<file path="src/rtl/decode_stage.sv">
`default_nettype none
// ============================================================================
//  Module   : decode_stage
//  Purpose  : One-entry registered RISC-V decode stage with valid/ready on
//             both sides, multi-cycle load / mul-div stall and flush.
//  Revision : 1.0  initial release
// ============================================================================
module decode_stage #(
    parameter int MULDIV_EN     = 1,
    parameter int LOAD_CYCLES   = 2,
    parameter int MULDIV_CYCLES = 4
) (
    input  logic        clock,
    input  logic        reset,
    input  logic [31:0] instr,
    input  logic        in_valid,
    output logic        in_ready,
    input  logic        flush,
    output logic        out_valid,
    input  logic        out_ready,
    output logic [3:0]  AluOp,
    output logic        regw,
    output logic        ramR,
    output logic        ramW,
    output logic        sext,
    output logic        muldiv,
    output logic [2:0]  imm,
    output logic [1:0]  writesel,
    output logic [1:0]  pcsel,
    output logic [4:0]  rd,
    output logic [4:0]  rs1,
    output logic [4:0]  rs2,
    output logic        illegal
);

    localparam int MAX_CYCLES = (LOAD_CYCLES > MULDIV_CYCLES) ? LOAD_CYCLES : MULDIV_CYCLES;
    localparam int CW         = (MAX_CYCLES > 1) ? $clog2(MAX_CYCLES) : 1;

    localparam logic [CW-1:0] C_LOAD_HOLD   = CW'(LOAD_CYCLES - 1);
    localparam logic [CW-1:0] C_MULDIV_HOLD = CW'(MULDIV_CYCLES - 1);
    localparam logic          C_LOAD_MULTI  = (LOAD_CYCLES > 1);
    localparam logic          C_MD_MULTI    = (MULDIV_CYCLES > 1);

    localparam logic [6:0] C_OP_RALU     = 7'b0110011;
    localparam logic [6:0] C_OP_IALU     = 7'b0010011;
    localparam logic [6:0] C_OP_ILOAD    = 7'b0000011;
    localparam logic [6:0] C_OP_SSTORE   = 7'b0100011;
    localparam logic [6:0] C_OP_ULOAD    = 7'b0110111;
    localparam logic [6:0] C_OP_UPC      = 7'b0010111;
    localparam logic [6:0] C_OP_IJUMP    = 7'b1100111;
    localparam logic [6:0] C_OP_SBBRANCH = 7'b1100011;
    localparam logic [6:0] C_OP_UJJUMP   = 7'b1101111;

    localparam logic [0:0] ST_RUN  = 1'b0;
    localparam logic [0:0] ST_HOLD = 1'b1;

    typedef struct packed {
        logic [3:0] alu_op;
        logic       regw;
        logic       ram_r;
        logic       ram_w;
        logic       sext;
        logic       muldiv;
        logic [2:0] imm;
        logic [1:0] writesel;
        logic [1:0] pcsel;
        logic       illegal;
    } ctrl_t;

    ctrl_t           dec_ctrl;
    ctrl_t           ctrl_q;
    logic            valid_q;
    logic [4:0]      rd_q;
    logic [4:0]      rs1_q;
    logic [4:0]      rs2_q;
    logic [0:0]      state_q;
    logic [0:0]      state_d;
    logic [CW-1:0]   hold_cnt_q;
    logic [CW-1:0]   hold_cnt_d;
    logic            held_multi;
    logic [CW-1:0]   held_hold_len;
    logic            accept;
    logic            out_hs;

    wire logic [6:0] opcode = instr[6:0];
    wire logic [2:0] funct3 = instr[14:12];
    wire logic [6:0] funct7 = instr[31:25];

    // Combinational decode of the incoming word
    always_comb begin
        dec_ctrl = '0;
        case (opcode)
            C_OP_RALU: begin
                if (funct7 == 7'd1) begin
                    if (MULDIV_EN != 0) begin
                        dec_ctrl.regw     = 1'b1;
                        dec_ctrl.muldiv   = 1'b1;
                        dec_ctrl.writesel = 2'b11;
                    end else begin
                        dec_ctrl.illegal  = 1'b1;
                    end
                end else begin
                    dec_ctrl.regw   = 1'b1;
                    dec_ctrl.alu_op = {funct3, funct7[5]};
                end
            end
            C_OP_IALU: begin
                dec_ctrl.regw = 1'b1;
                if (funct3 == 3'b001 || funct3 == 3'b101) begin
                    dec_ctrl.alu_op = {funct3, funct7[5]};
                    dec_ctrl.imm    = 3'b010;
                    // Logical right shift is the only shift that must not sign-extend
                    dec_ctrl.sext   = ({funct3, funct7[5]} != 4'b1010);
                end else if (funct3 == 3'b011) begin
                    dec_ctrl.alu_op = 4'b0110;
                    dec_ctrl.imm    = 3'b001;
                    dec_ctrl.sext   = 1'b0;
                end else begin
                    dec_ctrl.alu_op = {funct3, 1'b0};
                    dec_ctrl.imm    = 3'b001;
                    dec_ctrl.sext   = 1'b1;
                end
            end
            C_OP_ILOAD: begin
                dec_ctrl.imm      = 3'b001;
                dec_ctrl.ram_r    = 1'b1;
                dec_ctrl.regw     = 1'b1;
                dec_ctrl.writesel = 2'b01;
            end
            C_OP_SSTORE: begin
                dec_ctrl.imm      = 3'b011;
                dec_ctrl.ram_w    = 1'b1;
                dec_ctrl.writesel = 2'b01;
            end
            C_OP_ULOAD, C_OP_UPC: begin
                dec_ctrl.imm  = 3'b100;
                dec_ctrl.regw = 1'b1;
            end
            C_OP_IJUMP: begin
                dec_ctrl.imm      = 3'b001;
                dec_ctrl.pcsel    = 2'b01;
                dec_ctrl.regw     = 1'b1;
                dec_ctrl.writesel = 2'b10;
            end
            C_OP_SBBRANCH: begin
                dec_ctrl.imm   = 3'b101;
                dec_ctrl.pcsel = 2'b10;
            end
            C_OP_UJJUMP: begin
                dec_ctrl.imm      = 3'b110;
                dec_ctrl.pcsel    = 2'b11;
                dec_ctrl.regw     = 1'b1;
                dec_ctrl.writesel = 2'b10;
            end
            default: begin
                dec_ctrl.illegal = 1'b1;
            end
        endcase
    end

    // Properties of the entry currently held at the output
    assign held_multi    = (ctrl_q.ram_r & C_LOAD_MULTI) | (ctrl_q.muldiv & C_MD_MULTI);
    assign held_hold_len = ctrl_q.ram_r ? C_LOAD_HOLD : C_MULDIV_HOLD;

    assign out_hs = valid_q & out_ready;
    assign accept = in_valid & in_ready;

    // FSM: state register
    always_ff @(posedge clock) begin
        if (reset) begin
            state_q    <= ST_RUN;
            hold_cnt_q <= '0;
        end else begin
            state_q    <= state_d;
            hold_cnt_q <= hold_cnt_d;
        end
    end

    // FSM: next state
    always_comb begin
        state_d    = state_q;
        hold_cnt_d = hold_cnt_q;
        if (flush) begin
            state_d    = ST_RUN;
            hold_cnt_d = '0;
        end else begin
            case (state_q)
                ST_RUN: begin
                    if (out_hs && held_multi) begin
                        state_d    = ST_HOLD;
                        hold_cnt_d = held_hold_len;
                    end
                end
                ST_HOLD: begin
                    if (hold_cnt_q <= CW'(1)) begin
                        state_d    = ST_RUN;
                        hold_cnt_d = '0;
                    end else begin
                        hold_cnt_d = hold_cnt_q - CW'(1);
                    end
                end
                default: begin
                    state_d    = ST_RUN;
                    hold_cnt_d = '0;
                end
            endcase
        end
    end

    // FSM: outputs
    always_comb begin
        in_ready = 1'b0;
        if (!reset && !flush && (state_q == ST_RUN)) begin
            in_ready = !valid_q || (out_ready && !held_multi);
        end
    end

    // Output entry; flush only drops validity so the last controls stay visible
    always_ff @(posedge clock) begin
        if (reset) begin
            valid_q <= 1'b0;
            ctrl_q  <= '0;
            rd_q    <= '0;
            rs1_q   <= '0;
            rs2_q   <= '0;
        end else if (flush) begin
            valid_q <= 1'b0;
        end else if (accept) begin
            valid_q <= 1'b1;
            ctrl_q  <= dec_ctrl;
            rd_q    <= instr[11:7];
            rs1_q   <= instr[19:15];
            rs2_q   <= instr[24:20];
        end else if (out_hs) begin
            valid_q <= 1'b0;
        end
    end

    assign out_valid = valid_q;
    assign AluOp     = ctrl_q.alu_op;
    assign regw      = ctrl_q.regw;
    assign ramR      = ctrl_q.ram_r;
    assign ramW      = ctrl_q.ram_w;
    assign sext      = ctrl_q.sext;
    assign muldiv    = ctrl_q.muldiv;
    assign imm       = ctrl_q.imm;
    assign writesel  = ctrl_q.writesel;
    assign pcsel     = ctrl_q.pcsel;
    assign illegal   = ctrl_q.illegal;
    assign rd        = rd_q;
    assign rs1       = rs1_q;
    assign rs2       = rs2_q;

endmodule
`default_nettype wire

</file>
<file path="config.mk">
export PLATFORM = sky130hd
export DESIGN_NAME = decode_stage
export DESIGN_NICKNAME = d
export VERILOG_FILES = /design/src/rtl/decode_stage.sv
export SDC_FILE = /design/constraint.sdc
export NUM_CORES = 1
export LEC_CHECK = 0
export BUFFER_PORTS_ARGS = -buffer_cell sky130_fd_sc_hd__buf_2
export CORE_ASPECT_RATIO = 0.9
export CORE_UTILIZATION = 34
export DETAILED_ROUTE_END_ITERATION = 8
export SLEW_MARGIN = 40
export SYNTH_ARGS = -nofsm -noshare
export SYNTH_HDL_FRONTEND = slang
export SYNTH_SLANG_ARGS = --single-unit
</file>
<file path="constraint.sdc">
create_clock -name clock -period 1.6 [get_ports clock]
set_input_delay 0.32 -clock clock [delete_from_list [all_inputs] [get_ports clock]]
set_output_delay 0.32 -clock clock [all_outputs]
set_load 0.05 [all_outputs]
</file>
==> results.md <==
- Status: finished with violations
- Violated checks: setup timing
- Sequential power share: 49.3%
- Relative slew slack: 74.61%
- Pre-CTS setup slack: -0.1403 ns
- Setup violators final: 11
- RR Startpoint: muldiv$_SDFFE_PP0P_
- Port Buf Inserts: 70
- Total GRT Usage: 16.56%
- Worst R2R Setup Slack: -0.06 ns
- Most frequent cells in the layout: buf_2, nand2_1, dfxtp_1
- Largest family of logic cells by synthesized area: simple AND/OR/NAND/NOR gates
- Worst Path Arrival: 1.57 ns
- XOR/XNOR share of the synthesized area: 0%
- Worst Hold Depth: 3
- Multi-input gate area: 842.1 um^2
- Sequential area share after synthesis: 46.04%
- Final period util: 118.2%
- Register area: 728.2 um^2
- Initial antenna violation count: 0
- Most common cell after layout, fill and taps aside: buf_2
- Reg2Reg Capture Point: AluOp[2]$_SDFFE_PP0P_
- Fraction of layout cells with a size suffix above 1: 39.21%
- Synth async-reset ratio: 0%
- Final-layout fill cell count: 483
- Tmin final: 1.891 ns
- Area Growth Syn to Fin: 43.65%
- Post-DP HPWL: 2.833 mm
- CTS Buffer Depth: 2
- Comb power frac: 15.3%
- Core area: 4432 um^2
- DRC viols: 0
- Pre-antenna DRT Iters: 4
- Kind of critical path: reg2out
- Die area: 4880 um^2
- Fmax achieved: 528.7 MHz
- Grt ovf: 0
- Wl on met1: 2.089 mm
- Slew Limit Fails: 0
- Maximum vdd drop: 0.0003129 V
- Total power: 0.001866 W
- Die H: 66.37 um
- Hold Path End: rd[4]$_SDFFE_PP0P_
- Min-delay src: instr[11]
- Post-Synth Simple-Gate Area: 29.98%
- DR vias/cell: 4.821
- Sw Share: 27.07%
- Pleak: 0.9428 nW
- Yosys cell types: 39
- Root buffer cell: clkbuf_8
- Hold Vio Cnt, Final: 0
- WL/cell: 11.96 um
- Antenna Cells: 0
- Vias in the first global route: 1355
- Mux contribution to synthesized area: 0.7194%
- Vias: 1639
- Post-synth EDFFs: 0
- Mean Syn Cell Area: 7.986 um^2
- Worst Reg2Reg Path Length in Cells: 7
- Warnings from Yosys: 0
- CTS Hold Bufs: 0
- Worst hold path class: in2reg
- Initial Util: 35.32%
- Area fraction in compound gates after synthesis: 19.10%
- Die width: 73.52 um
- Switch Pwr: 0.0005051 W
- Adder-cell share of the synthesized area: 0%
- Unrepaired setup endpoints after global routing: true
- Power Density: 829.8 nW/um^2
- Antenna-violating nets left: 0
- Least-Margin Pin Slew: 0.3755 ns
- Largest net degree at the start of global routing: 37
- Initial detailed-routing violation count: 59
- Fin Clk Skew: 0.003862 ns
- Max-Cap Viols: 0
- CTS Buf Count: 5
- # IOs: 71
- Fin util: 50.73%
- Reg clk slew, reported paths: 0.07 ns
- Slack of the critical path: -0.2914 ns
- Total Nets Final: 314
- #FFs+latches synth: 36
- Final Instance Count excl. Fillers: 340
- Uppermost layer routed: met4
- Area of the mapped netlist: 1565 um^2
- Placed cell count: 331
- Top_reg_cell synth: dfxtp_1
- Int Power: 0.001361 W
- GP Congestion: 0.8231
- CP Data Required Time: 1.28 ns
- Worst-path maximum fanout: 3
- Syn nets: 233
- H-tree levels: 2
- Global-route wire length before repair: 6.154 mm
- Met2 WL: 1.652 mm
- Clk Latency, worst-skew pair: 0.28 ns
- Synth Instances: 196
- CTS tree: done
- CP Capture Type: output port
- Clock Sinks: 36
- Worst setup SP type: flip-flop
- Met3 WL: 267 um
- Total Wirelength: 4.067 mm
- Clk pwr share: 35.4%
- # rows: 23
power by group through the flow:
stage                     combinational (W)  clock, W  sequential (W)
after floorplan                   0.0000995         0         0.00100
after global placement             0.000272         0        0.000939
after detailed placement           0.000273         0        0.000941
after CTS                          0.000276  0.000680        0.000920
after global routing               0.000310  0.000716        0.000922
final                              0.000285  0.000661        0.000920
cells by family (layout without fill, tap and decap cells):
logic type	count (synthesis)	count (layout)
compound gates	51	51
buf+inv	14	96
flops	36	36
mux	1	1
simple gates	94	94
layer usage:
metal | up-vias | global-route usage, %
li1 | 846 | -
met1 | 726 | 23.34
met2 | 60 | 23.17
met3 | 7 | 5.030
met4 | 0 | 6.490
met5 | - | 0
registers in the layout, indices dropped and copies added (netlist names), 2 cells and up:
signal,cells
rd,5
rs1,5
rs2,5
AluOp,4
imm,3
hold_cnt_q,2
pcsel,2
writesel,2
timing repair:
action,4_1_cts,5_1_grt
setup endpoints to repair,3,10
gates resized for setup,3,11
pin swaps,0,5
buffers inserted,0,1
endpoints found under the hold margin,0,0
synth_stat cells (all sizes together), types with 2 or more instances:
| library cell | count | area [um^2] |
|---|---|---|
| buf | 5 | 31.28 |
| dfxtp | 36 | 720.7 |
| nand4b | 2 | 17.52 |
| nand2b | 2 | 12.51 |
| nand3b | 3 | 22.52 |
| nor2 | 9 | 33.78 |
| a21oi | 33 | 165.2 |
| nor2b | 2 | 12.51 |
| clkbuf | 7 | 26.28 |
| nor4b | 3 | 32.53 |
| and2 | 2 | 12.51 |
| nand2 | 50 | 187.7 |
| nand3 | 3 | 15.01 |
| a31oi | 2 | 12.51 |
| inv | 2 | 7.510 |
| nor3 | 8 | 40.04 |
| o21ai | 2 | 10.01 |
| or3 | 2 | 12.51 |
| nor4bb | 2 | 20.02 |
| a211oi | 4 | 30.03 |
critical path: stages, from the launching register on:
cell and delay, ns:
dfxtp_4 0.34, or3b_4 0.42, a2111oi_4 0.32, buf_6 0.20
area by class of cell:
type | instances | area share (%)
Inverter | 2 | 0.3339
Multi-Input combinational cell | 146 | 37.45
Sequential cell | 36 | 32.39
Clock inverter | 2 | 0.4452
Timing Repair Buffer | 86 | 22.26
Clock buffer | 6 | 3.673
Tap cell | 62 | 3.450
worst max path at each step:
| stage | startpoint | slack (ns) | to | cells after the start |
|---|---|---|---|---|
| floorplan | muldiv$_SDFFE_PP0P_ | -0.25 | in_ready | 2 |
| global placement | out_ready | -0.14 | in_ready | 4 |
| detailed placement | out_ready | -0.14 | in_ready | 4 |
| CTS | muldiv$_SDFFE_PP0P_ | -0.30 | in_ready | 3 |
| global route | muldiv$_SDFFE_PP0P_ | -0.33 | in_ready | 3 |
| finish | muldiv$_SDFFE_PP0P_ | -0.29 | in_ready | 3 |
through the flow:
| step | instance area [um^2] | setup TNS, ns | hold WS, ns |
|---|---|---|---|
| after floorplan | 1595 | -0.3380 | 0.3966 |
| after global placement | 2093 | -0.5239 | 0.4381 |
| after detailed placement | 2093 | -0.6877 | 0.4425 |
| after CTS | 2192 | -0.2969 | 0.2520 |
| after global routing | 2248 | -1.184 | 0.2608 |
| final | 2248 | -0.6665 | 0.2626 |
No activity file was read; power rests on OpenSTA's default activity.
